**src/rtl/clk_monitor.sv**
```systemverilog
// rtl/clk_monitor.sv - clk_in edge strobes, period measurement, lock detection and timeout
// Lock needs LOCK_CNT consecutive rise-to-rise periods, each within TOL of the one before.
module clk_monitor #(
    parameter int CNT_W    = 16,
    parameter int LOCK_CNT = 4,
    parameter int TOL      = 1
) (
    input  logic             CLK,
    input  logic             RESET,
    input  logic             clk_in,
    output logic             rise_stb,
    output logic             fall_stb,
    output logic [CNT_W-1:0] period,
    output logic             period_valid,
    output logic             locked,
    output logic             resetn,
    output logic             timeout
);

    localparam int               MC_W    = $clog2(LOCK_CNT + 1);
    localparam logic [CNT_W-1:0] CNT_MAX = '1;
    localparam logic [CNT_W-1:0] CNT_ONE = CNT_W'(1);
    localparam logic [CNT_W:0]   TOL_V   = (CNT_W+1)'(TOL);
    localparam logic [MC_W-1:0]  LOCK_V  = MC_W'(LOCK_CNT);

    typedef enum logic [1:0] {
        SEEK    = 2'd0,
        MEASURE = 2'd1,
        LOCKED  = 2'd2
    } state_t;

    state_t           state_q;
    state_t           state_d;
    logic             s1;
    logic             s2;
    logic             s3;
    logic [CNT_W-1:0] cnt;
    logic [MC_W-1:0]  match_cnt;
    logic [MC_W-1:0]  match_cnt_d;
    logic [MC_W-1:0]  match_inc;
    logic             first_done;
    logic             first_done_d;
    logic             locked_q;
    logic             locked_d;
    logic             timeout_d;
    logic             load_period;
    logic [CNT_W:0]   cnt_x;
    logic [CNT_W:0]   per_x;
    logic [CNT_W:0]   diff;
    logic             is_match;

    // Extra bit keeps the absolute difference free of wrap-around.
    assign cnt_x     = {1'b0, cnt};
    assign per_x     = {1'b0, period};
    assign diff      = (cnt_x >= per_x) ? (cnt_x - per_x) : (per_x - cnt_x);
    assign is_match  = (diff <= TOL_V);
    assign match_inc = (match_cnt == LOCK_V) ? LOCK_V : match_cnt + 1'b1;

    always_comb begin
        state_d      = state_q;
        match_cnt_d  = match_cnt;
        first_done_d = first_done;
        locked_d     = locked_q;
        timeout_d    = timeout;
        load_period  = 1'b0;
        if (rise_stb) begin
            timeout_d = 1'b0;
            if (state_q == SEEK) begin
                state_d      = MEASURE;
                first_done_d = 1'b0;
                match_cnt_d  = '0;
            end else begin
                load_period = 1'b1;
                if (!first_done) begin
                    first_done_d = 1'b1;
                    match_cnt_d  = '0;
                end else if (is_match) begin
                    match_cnt_d = match_inc;
                    if (match_inc == LOCK_V) begin
                        state_d  = LOCKED;
                        locked_d = 1'b1;
                    end
                end else begin
                    match_cnt_d = '0;
                    state_d     = MEASURE;
                    locked_d    = 1'b0;
                end
            end
        end else if ((state_q != SEEK) && (cnt == CNT_MAX)) begin
            state_d     = SEEK;
            timeout_d   = 1'b1;
            locked_d    = 1'b0;
            match_cnt_d = '0;
        end
    end

    always_ff @(posedge CLK) begin
        if (RESET) begin
            s1           <= 1'b0;
            s2           <= 1'b0;
            s3           <= 1'b0;
            rise_stb     <= 1'b0;
            fall_stb     <= 1'b0;
            cnt          <= '0;
            state_q      <= SEEK;
            match_cnt    <= '0;
            first_done   <= 1'b0;
            period       <= '0;
            period_valid <= 1'b0;
            locked_q     <= 1'b0;
            timeout      <= 1'b0;
        end else begin
            s1           <= clk_in;
            s2           <= s1;
            s3           <= s2;
            rise_stb     <= s2 & ~s3;
            fall_stb     <= ~s2 & s3;
            if (rise_stb) begin
                cnt <= CNT_ONE;
            end else if (cnt != CNT_MAX) begin
                cnt <= cnt + 1'b1;
            end
            state_q      <= state_d;
            match_cnt    <= match_cnt_d;
            first_done   <= first_done_d;
            locked_q     <= locked_d;
            timeout      <= timeout_d;
            period_valid <= load_period;
            if (load_period) begin
                period <= cnt;
            end
        end
    end

    assign locked = locked_q;
    assign resetn = locked_q;

endmodule

```
**config.mk**
```make
export PLATFORM = sky130hd
export DESIGN_NAME = clk_monitor
export DESIGN_NICKNAME = d
export VERILOG_FILES = /design/src/rtl/clk_monitor.sv
export SDC_FILE = /design/constraint.sdc
export NUM_CORES = 1
export LEC_CHECK = 0
export ABC_AREA = 1
export BUFFER_PORTS_ARGS = -buffer_cell sky130_fd_sc_hd__buf_2
export CORE_MARGIN = 2
export CORE_UTILIZATION = 55
export DETAILED_ROUTE_END_ITERATION = 10
export GPL_ROUTABILITY_DRIVEN = 0
export GPL_TIMING_DRIVEN = 1
export HOLD_SLACK_MARGIN = 0.12
export PLACE_DENSITY = 0.73
export SLEW_MARGIN = 20
export SYNTH_ARGS = -nofsm -noshare
export SYNTH_HDL_FRONTEND = slang
export SYNTH_SLANG_ARGS = --single-unit
```
**constraint.sdc**
```tcl
create_clock -name CLK -period 4.3 [get_ports CLK]
set_input_delay 0.86 -clock CLK [delete_from_list [all_inputs] [get_ports CLK]]
set_output_delay 0.86 -clock CLK [all_outputs]
set_load 0.01 [all_outputs]
```
# [Word level (Yosys, flattened, before mapping)]
# Cells that the tools add are included.
[word_totals] output_inout_bits=22 inputBits=3 register_bits=46
[op_classes] reduce_logical=8 muxes=23 eq_ne=9 add_sub_neg=4 n_bitwise=4 n_lt_le_gt_ge=2
[ops] operator="16-bit by 16-bit subtractor with 17-bit output" n=2
[ops] operator="3-bit two-way mux" n=6
[ops] operator="17-bit by 1-bit <= comparator with 1-bit output (second input constant)" n=1
[ops] operator="17-bit two-way mux" n=1
[ops] operator="16-bit by 1-bit adder with 16-bit output (second input constant)" n=1
[ops] operator="16-bit equality test (second input constant)" n=1
[ops] operator="16-bit greater-or-equal comparator" n=1
[ops] operator="16-bit != test (second input constant)" n=1
[ops] operator="2-bit two-way mux" n=6
[ops] operator="1-bit two-way mux" n=10
[ops] operator="3-bit equality test (second input constant)" n=2
[ops] operator="2-bit nonzero test" n=3
[ops] operator="4-bit by 2-bit != test with 1-bit output (second input constant)" n=1
[ops] operator="4-bit AND reduction" n=1
[ops] operator="3-bit by 1-bit adder with 3-bit output (second input constant)" n=1
[ops] operator="3-bit by 1-bit != test with 1-bit output (second input constant)" n=1
[ops] operator="3-bit by 2-bit != test with 1-bit output (second input constant)" n=1
[ops] operator="3-bit AND reduction" n=1
[ops] operator="1-bit AND" n=2
[ops] operator="2-bit zero test" n=1
[ops] operator="2-bit by 1-bit != test with 1-bit output (second input constant)" n=1
[ops] operator="2-bit != test (second input constant)" n=1
[ops] operator="1-bit NOT" n=2
[ops] operator="2-bit OR reduction" n=1
[ops] operator="1-bit logical AND" n=1

# [Logic depth before layout (Yosys ltp)]
# Gate-level depths: netlist (run 1).
[depth] depth_word=8 depth_mapped=23

# [Worst setup path before layout (run 1)]
# Ideal clock, no wire load.
[synth_path] path_type="register -> register" from="register period[8]" to="register locked_q (netlist: locked)" path_buffers=2 synth_period_minus_slack_ns=2.467 setup_time_ns=0.128 setup_slack_ns=1.833 required_time_ns=4.172 path_stages_with_launch=23 arrival_time_ns=2.339 path_cell_list="dfxtp_1 inv_1 ha_1 buf_2 nand2_1 inv_1 nand2_1 nor2_2 nand2_1 nand2_2 nor2_4 nand2_4 buf_6 o21ai_0 nand2_1 inv_1 nand2_1 nor2_4 nand4_1 nand3_1 nand2_1 nand2_1 nor2_1"
[synth_between] elab_chain_cells=7
[synth_rtl] item="from (decl)" line="13" text="output logic [CNT_W-1:0] period,"
[synth_rtl] item="from (signal assigned)" line="130" text="period <= cnt;"
[synth_rtl] item="16-bit by 16-bit subtractor with 17-bit output / 16-bit greater-or-equal comparator (equally long branches)" line="55" text="assign diff = (cnt_x >= per_x) ? (cnt_x - per_x) : (per_x - cnt_x);"
[synth_rtl] item="17-bit two-way mux *" line="55"
[synth_rtl] item="17-bit by 1-bit <= comparator with 1-bit output *" line="56" text="assign is_match = (diff <= TOL_V);"
[synth_rtl] item="1-bit two-way mux" line="77" text="end else if (is_match) begin"
[synth_rtl] item="1-bit two-way mux" line="74" text="if (!first_done) begin"
[synth_rtl] item="1-bit two-way mux" line="68" text="if (state_q == SEEK) begin"
[synth_rtl] item="1-bit two-way mux" line="66" text="if (rise_stb) begin"
[synth_rtl] item="to (signal assigned)" line="126" text="locked_q <= locked_d;"
[synth_rtl] item="to (decl)" line="43" text="logic locked_q;"
# Mark *: on every way between the ends. The rest lies on a longest branch, timed or not. The select of a mux whose other input is x is not followed.
# A chain may end at the register's enable or synchronous reset.

# [Final worst setup path (run 1)]
[layout_path] from="register period[2]" to="register state_q[1]"
[layout_between] elab_chain_cells=7
[layout_rtl] item="16-bit by 16-bit subtractor with 17-bit output / 16-bit greater-or-equal comparator (equally long branches)" line="55"
[layout_rtl] item="17-bit two-way mux *" line="55"
[layout_rtl] item="17-bit by 1-bit <= comparator with 1-bit output *" line="56"
[layout_rtl] item="2-bit two-way mux" line="77"
[layout_rtl] item="2-bit two-way mux" line="74"
[layout_rtl] item="2-bit two-way mux" line="68"
[layout_rtl] item="2-bit two-way mux" line="66"
[layout_rtl] item="to (signal assigned)" line="123" text="state_q <= state_d;"
[layout_rtl] item="to (decl)" line="32" text="state_t state_q;"
# Marked as above.

==> run metrics, run 1 <==
Worst Tran Pin Value=642 ps; status=finished, final reports clean; # DRC=0; hpwl dp=9910 µm; Unique masters post-synth=36; Post-synth EDFFs=0; Skew-Pair Late Insertion Delay=320 ps; CTS Hold Buffers Added=0; total CTS buffers=5; peak supply drop=0.000167 V; first-pass GRT wire length=20,100 µm; ranking of synthesized cells by area=nand2_1 21%, dfxtp_1 20%, inv_1 11%; top cell type's share of synthesized area=0.214; Area Growth Syn to Fin=5.71%; PostCTS Resize Cnt=0; highest clock rate=324 MHz; fin area=4790 µm²; Max FO, Critical Path=13; row cnt=33; Clock Sinks=46; vias=4,798; relative slew slack=0.568; Clock Tree Root=clkbuf_8; CTS clk-pin slew, worst paths=110 ps; die outline width=94.8 µm; Synth Area in Compound Gates=0.0952; Max-Cap Viols=0; fin. max-slew vios=0; Placed Area=4680 µm²; Post-Synth Simple-Gate Area=0.421; CP Class=flip-flop to flip-flop; number of global-route vias before repair=4,320; synthesized area per cell=5.84 µm²; die height=94.8 µm; Syn Inst Count=776; post-synthesis async set-or-reset flop share=0; Synth Area in Adders=0.105; diode count=0; final period utilization=0.717; port bufs=24; crit path time final=3080 ps; Crit. End Element=flip-flop; syn_nets=816; most frequent cells after synthesis=259 x nand2_1, 137 x inv_1, 54 x nor2_1; Synth warnings=0; largest net degree at the start of global routing=27; initial antenna violation count=0; via/cell ratio=5.35; mux cell area share after synthesis=0; Leakage Power=2.68 nW; Layout Utilization=0.592; gr usage total=0.282; Synth Register Bits=46; nets=831; R2R Setup Slk=1220 ps; worst-case clock buffer depth=2; PD cells=248 nW/µm²; post-synthesis cell area=4530 µm²; Final ANT Viol Nets=0; Pre-antenna DRT Iters=7; htree depth=2; TritonCTS clock tree=built; Initial Utilization=0.560; Setup violations, final=0; arrival time at the worst endpoint=3300 ps; required time of the critical path=4510 ps; top-count cell post-synth=nand2_1; DRT iter0 DRCs=348; XOR/XNOR Fraction of Synth Area=0.0290; Post CTS Setup Buffer Count=0; Post-synth top flop=dfxtp_1; largest family of logic cells by synthesized area=simple AND/OR/NAND/NOR gates; RSZ-0062 raised after global routing=false; DR WL/cell=13.5 µm; Total Die Area=8990 µm²; layout cells sized above 1=0.0884; GRT overflow=0; Final TNS setup=0 ps; clock skew=19.6 ps; HP Class=flip-flop to flip-flop; Hold Vio Cnt, Final=0; Synth area leader=nand2_1; Startpoint Class=flip-flop; WL final=12,100 µm; I/O Pins=25; register area share after synthesis=0.203; Hold WS=413 ps; core area=8090 µm²
## path summary, 6_finish.rpt
path                                             start                 endpoint  depth (start not counted)
worst min-delay path                     s1$_SDFF_PP0_            s2$_SDFF_PP0_                          2
worst max-delay path            period[2]$_SDFFE_PP0P_  state_q[1]$_SDFFE_PP0P_                         18
worst max register to register  period[2]$_SDFFE_PP0P_  state_q[1]$_SDFFE_PP0P_                         18
worst min register to register           s1$_SDFF_PP0_            s2$_SDFF_PP0_                          2
## per-stage QoR
stage,setup WS (ps),power [W],instances
finish,1220,0.00119,897
global route,922,0.00126,897
CTS,1270,0.00119,897
detailed placement,1300,0.000845,889
global placement,1390,0.000840,889
floorplan,1830,0.000775,776
## registers in the layout, summed over array words and instances, names as in the netlist
| register | cells |
|---|---|
| s2 | 1 |
| rise_stb | 1 |
| period_valid | 1 |
| timeout | 1 |
| state_q | 2 |
| period | 16 |
| match_cnt | 3 |
| first_done | 1 |
| s3 | 1 |
| cnt | 16 |
| fall_stb | 1 |
| locked | 1 |
| s1 | 1 |
## report_power, final
group          switching (W)  total [W]  internal, W
clock               0.000172   0.000346     0.000175
combinational       0.000271   0.000403     0.000132
sequential        0.00000704   0.000439     0.000432
## worst max-delay path, cell delays in order, from the launching register on
cell	delay, ps
dfxtp_1	390
inv_1	60
ha_1	450
nand2_1	160
nand2_1	70
nand2_1	110
nand2_1	60
nand2_1	100
nand3_2	120
a21oi_2	510
nand2_1	130
nand2_2	110
nand3_1	90
nor2_2	200
nand4_2	150
nand3_2	120
nand2_1	60
nand2_1	50
nor2_1	40
## metal layers
| metal | wire length [µm] | up-vias | global-route usage |
|---|---|---|---|
| li1 | - | 2435 | - |
| met3 | 654 | 21 | 0.0343 |
| met4 | 285 | 0 | 0.0978 |
| met1 | 5710 | 2171 | 0.388 |
| met2 | 5460 | 171 | 0.456 |
| met5 | 0 | - | 0 |
## cells by family (layout without fill, tap and decap cells)
kind of cell,after synthesis,after routing
and+or+nand+nor,431,431
buffers and inverters,164,180
AOI/OAI and AO/OA,83,83
DFF,46,46
adders and majority gates,37,37
xor gates and xnor gates,15,15
## cells in the final DEF, fill, tap and decap left out, drive strengths merged, types with 2 or more instances in the layout
cell    netlist  routed
o21ai        29      29
xnor2         3       3
fa            2       2
a31oi         3       3
inv         143     144
nand3b        4       4
nor2         66      66
buf          13      25
dfxtp        46      46
nand3        56      56
nand2       271     271
clkinv        4       5
nor4          7       7
nor3         10      10
a21oi        47      47
clkbuf        4       5
ha           35      35
nand4        15      15
xor2         12      12
## area by class of cell
cell class	instances	area, µm²
Clock buffer	5	68.8
Clock inverter	3	43.8
Timing Repair Buffer	25	128
Sequential cell	46	921
Tap cell	105	131
Fill cell	867	3300
Multi-Input combinational cell	566	2950
Inverter	147	552
Note: power is estimated with default switching activity, not from simulation.
==> inputs of run 2 (changes only) <==
ABC_AREA = 0   (was 1)
clock period = 3.05 ns   (was 4.3 ns; I/O delays follow)
==> run 2 against run 1 <==
The run now ends with negative setup slack left. Clock power up 34%. Synthesized cell count down 36%. Global-route usage up 3.6 points. Sequential share of layout area down 0.051 points. Largest power group unchanged. Area after synthesis down 17%. Fmax down 2.5%. Non-clock buffer count up 89.
==> run metrics, run 2 <==
Hold Path Sink=fall_stb$_SDFF_PP0_; I/O Pins=25; first-pass GRT wire length=19,000 µm; htree depth=2; Startpoint Class=flip-flop; layout cells sized above 1=0.295; Skew-Pair Late Insertion Delay=300 ps; largest family of logic cells by synthesized area=compound AO/OA/AOI/OAI gates; FF-to-FF Start=cnt[0]$_SDFFE_PP0P_; Fill cells=494; Post-synth top flop=dfxtp_1; WP buf/inv=4; total CTS buffers=5; Worst Setup SP=cnt[0]$_SDFFE_PP0P_; highest clock rate=316 MHz; Final TNS setup=-521 ps; Hold Vio Cnt, Final=0; TritonCTS clock tree=built; Max-Cap Viols=0; core area=6720 µm²; fin. max-slew vios=0; Synth area leader=dfxtp_1; mux cell area share after synthesis=0.00562; worst-case clock buffer depth=2; final setup margin=-111 ps; # DRC=0; HP Class=flip-flop to flip-flop; relative slew slack=0.285; Pre-antenna DRT Iters=5; Unique masters post-synth=65; Final ANT Viol Nets=0; clock skew=5.50 ps; CP max stage cell=or3b_4; XOR/XNOR Fraction of Synth Area=0.0579; CTS Hold Buffers Added=0; required time of the critical path=3290 ps; die height=86.9 µm; RSZ-0062 raised after global routing=true; GRT overflow=0; most frequent cells after synthesis=55 x nand2_1, 51 x a21oi_1, 46 x dfxtp_1; vias=4,100; WL final=12,000 µm; die outline width=86.9 µm; R2R Setup Slk=-110 ps; CTS clk-pin slew, worst paths=90 ps; arrival time at the worst endpoint=3400 ps; port bufs=24; Synth Register Bits=46; via/cell ratio=6.13; register area share after synthesis=0.243; diode count=0; status=complete, but fails checks; Synth Area in Compound Gates=0.258; peak supply drop=0.000322 V; top cell type's share of synthesized area=0.243; number of global-route vias before repair=4,025; Crit. End Element=flip-flop; CP Class=flip-flop to flip-flop; Placed Area=4500 µm²; Post-Synth Simple-Gate Area=0.234; post-synthesis async set-or-reset flop share=0; Layout Utilization=0.723; Worst R2R End=state_q[0]$_SDFFE_PP0P_; Reg2Reg Depth=15; fin area=4860 µm²; synthesized area per cell=7.67 µm²; top-count cell post-synth=nand2_1; PD cells=320 nW/µm²; largest registers=cnt: 16 flops, period: 16 flops, match_cnt: 3 flops; Placed Instances=656; non-filler cells, final=669; Post-synth EDFFs=0; crit-path cells=inv_4 > ha_4 > inv_4 > fa_2 > buf_6 > a21oi_2 > o21ai_1 > a21o_1 > xnor2_1 > nand4_1 > or3b_4 > a2111oi_4 > buf_4 > a31oi_4 > nor2_1; ranking of synthesized cells by area=dfxtp_1 24%, ha_1 12%, a21oi_1 6.7%; gr usage total=0.318; failing checks=negative setup slack; leading cell type in the layout, fill and taps excluded=buf_4; Total Die Area=7560 µm²; post-synthesis cell area=3780 µm²; DR WL/cell=17.9 µm; final period utilization=1.04; Syn Inst Count=493; DRT iter0 DRCs=338; HP Start=s2$_SDFF_PP0_; worst stage delay on the critical path=420 ps; crit path time final=3160 ps; Synth Area in Adders=0.126; Clock Sinks=46; Max FO, Critical Path=3; initial antenna violation count=0; CP dominant cell by count=inv_4; largest net degree at the start of global routing=34; syn_nets=533; row cnt=30; Synth warnings=0; most frequent cells in the layout=89 x buf_4, 55 x nand2_1, 48 x a21oi_1; nets=628; pre-CTS setup slack=-184 ps; Initial Utilization=0.563; Levels on crit path=15; Leakage Power=2.12 nW; Top Family by Delay on Critical Path=compound AO/OA/AOI/OAI gates; hpwl dp=8780 µm; Area Growth Syn to Fin=28.4%; Worst Tran Pin Value=1060 ps; Setup violations, final=6; Clock Tree Root=clkbuf_8; hold path depth=1
run 2: how the worst max path moves through the flow:
stage | endpoint | slack (ps)
2_1_floorplan | locked$_SDFFE_PP0P_ | 20
3_3_place_gp | locked$_SDFFE_PP0P_ | -30
3_5_place_dp | state_q[0]$_SDFFE_PP0P_ | -180
4_1_cts | state_q[1]$_SDFFE_PP0P_ | 6
5_1_grt | state_q[1]$_SDFFE_PP0P_ | -190
6_report | state_q[0]$_SDFFE_PP0P_ | -110
run 2: layer usage:
metal / routed length [µm] / up-vias / GRT usage / part of all wire
li1: - / 1927 / - / -
met1: 5010 / 1950 / 0.395 / 0.42
met2: 5880 / 186 / 0.522 / 0.49
met3: 769 / 37 / 0.0730 / 0.064
met4: 346 / 0 / 0.145 / 0.029
met5: 0 / - / 0 / 0
run 2: area by class of cell:
type                    instances  area, µm²  share of cell area
clock buffers                   6       72.6              0.0149
clock inverters                 2       37.5             0.00773
inverters                      39        154              0.0317
multi-input cells             382       2760               0.569
flip-flops and latches         46        931               0.192
well taps                      80        100              0.0206
repair buffers                114        800               0.165
run 2: timing repair:
action / in CTS / in global routing
pin swaps: 13 / 17
endpoints found under the hold margin: 0 / 0
endpoints found under the setup margin: 6 / 6
setup buffers: 3 / 2
resized for setup: 31 / 12
run 2: stage by stage:
stage	hold WS, ps	power [W]
CTS	421	0.00152
floorplan	383	0.000893
global placement	392	0.00101
detailed placement	405	0.00103
finish	417	0.00155
global route	439	0.00160
run 2: cells by family (layout without fill, tap and decap cells):
kind of cell,Yosys count,after routing
mux,2,2
flops,46,46
compound gates,142,142
buf+inv,65,161
fa+ha+maj,37,37
xor+xnor,25,25
simple gates,176,176
run 2: power breakdown:
group	total (W)	internal, W	switching, W
clock	0.000464	0.000245	0.000219
sequential	0.000628	0.000612	0.0000167
combinational	0.000462	0.000228	0.000235
total	0.00155	0.00108	0.000471
==> inputs of run 3 (changes only) <==
MAX_ROUTING_LAYER = met4   (was not set)
==> run 3 against run 2 <==
Combinational power about the same. Cell area is the same. Total power about the same. Clock power hardly changed. The flow still finishes with violations (negative setup slack). Die area unchanged. Final cell count stayed put. Critical path depth is 2 lower. Flip-flop and latch count is the same. Largest power group unchanged. Non-clock buffer count unchanged.
==> run metrics, run 3 (synthesized netlist as in run 2, its figures left out) <==
HP Class=flip-flop to flip-flop; highest clock rate=320 MHz; vias=4,118; via/cell ratio=6.16; Worst R2R End=state_q[1]$_SDFFE_PP0P_; clock skew=7.84 ps; relative slew slack=0.294; FF-to-FF Start=cnt[0]$_SDFFE_PP0P_; Pre-antenna DRT Iters=5; CP Class=flip-flop to flip-flop; first-pass GRT wire length=19,000 µm; nets=628; RSZ-0062 raised after global routing=true; I/O Pins=25; arrival time at the worst endpoint=3360 ps; required time of the critical path=3280 ps; Clock Tree Root=clkbuf_8; diode count=0; total CTS buffers=5; CP endpoint=state_q[1]$_SDFFE_PP0P_; Initial Utilization=0.563; crit path time final=3130 ps; failing checks=negative setup slack; die height=86.9 µm; number of global-route vias before repair=4,020; Max FO, Critical Path=3; hpwl dp=8780 µm; HP Start=s2$_SDFF_PP0_; Area Growth Syn to Fin=28.4%; Layout Utilization=0.723; core area=6720 µm²; Placed Area=4500 µm²; Total Die Area=7560 µm²; largest net degree at the start of global routing=34; leading cell type in the layout, fill and taps excluded=buf_4; PD cells=320 nW/µm²; gr usage total=0.327; port bufs=24; initial antenna violation count=0; TritonCTS clock tree=built; row cnt=30; Reg area=931 µm²; area occupied by multi-input gates=2760 µm²; Final ANT Viol Nets=0; Worst Tran Pin Value=1050 ps; layout cells sized above 1=0.295; GRT overflow=0; Final TNS setup=-357 ps; Crit. End Element=flip-flop; htree depth=2; R2R Setup Slk=-80 ps; Fill cells=494; Placed Instances=656; worst-case clock buffer depth=2; Skew-Pair Late Insertion Delay=300 ps; Hold Vio Cnt, Final=0; status=complete, but fails checks; Startpoint Class=flip-flop; Reg2Reg Depth=13; Leakage Power=2.12 nW; DR WL/cell=17.9 µm; largest registers=cnt: 16 flops, period: 16 flops, match_cnt: 3 flops; WL final=12,000 µm; peak supply drop=0.000321 V; # DRC=0; DRT iter0 DRCs=335; fin area=4860 µm²; Setup violations, final=6; CTS clk-pin slew, worst paths=90 ps; final setup margin=-79.3 ps; most frequent cells in the layout=89 x buf_4, 55 x nand2_1, 48 x a21oi_1; non-filler cells, final=669; final period utilization=1.03; pre-CTS setup slack=-184 ps; Worst Setup SP=cnt[0]$_SDFFE_PP0P_; Clock Sinks=46; fin. max-slew vios=0; die outline width=86.9 µm; Max-Cap Viols=0
[run 3: critical path, stage by stage (launching register included)]
cell       delay (ps)
dfxtp_4           390
inv_4              40
ha_4              160
inv_4              60
fa_2              250
nand3_1           140
a211oi_2          300
nor2_1            100
o221ai_2          260
xnor2_1           180
or3b_4            410
a2111oi_4         390
nand3_2           160
a31oi_1           210
[run 3: power by group]
part           switching, W  leakage, nW  internal, W
sequential        0.0000163        0.374     0.000612
combinational      0.000233         1.70     0.000228
clock              0.000220       0.0514     0.000245
[run 3: repair_timing]
item,4_1_cts,5_1_grt
buffers inserted,3,2
hold buffers,0,0
resized for setup,31,12
setup endpoints to repair,6,6
pin swaps,13,17
[run 3: through the flow]
step	hold WS, ps	power [W]
final	417	0.00155
after global routing	439	0.00160
after CTS	421	0.00152
after detailed placement	405	0.00103
after global placement	392	0.00101
after floorplan	383	0.000893
[run 3: worst min path at each step]
stage / cells past startpoint / slack, ps / endpoint
floorplan: 1 / 380 / rise_stb$_SDFF_PP0_
global placement: 1 / 390 / rise_stb$_SDFF_PP0_
detailed placement: 1 / 410 / fall_stb$_SDFF_PP0_
CTS: 1 / 420 / fall_stb$_SDFF_PP0_
global route: 1 / 440 / rise_stb$_SDFF_PP0_
finish: 1 / 420 / fall_stb$_SDFF_PP0_
[run 3: cell type report]
cell class | instances | area share
clock buffer | 6 | 0.0149
timing repair buffer | 114 | 0.165
multi-input combinational | 382 | 0.569
sequential | 46 | 0.192
inverter | 39 | 0.0317
tap | 80 | 0.0206
clock inverter | 2 | 0.00773
[run 3: per-layer routing]
metal  share of wire  track usage  vias to the layer above
met5               0            -                        -
met4           0.032        0.149                        0
met3           0.060       0.0673                       44
met2            0.49        0.522                      170
met1            0.42        0.395                     1978
li1                -            -                     1926
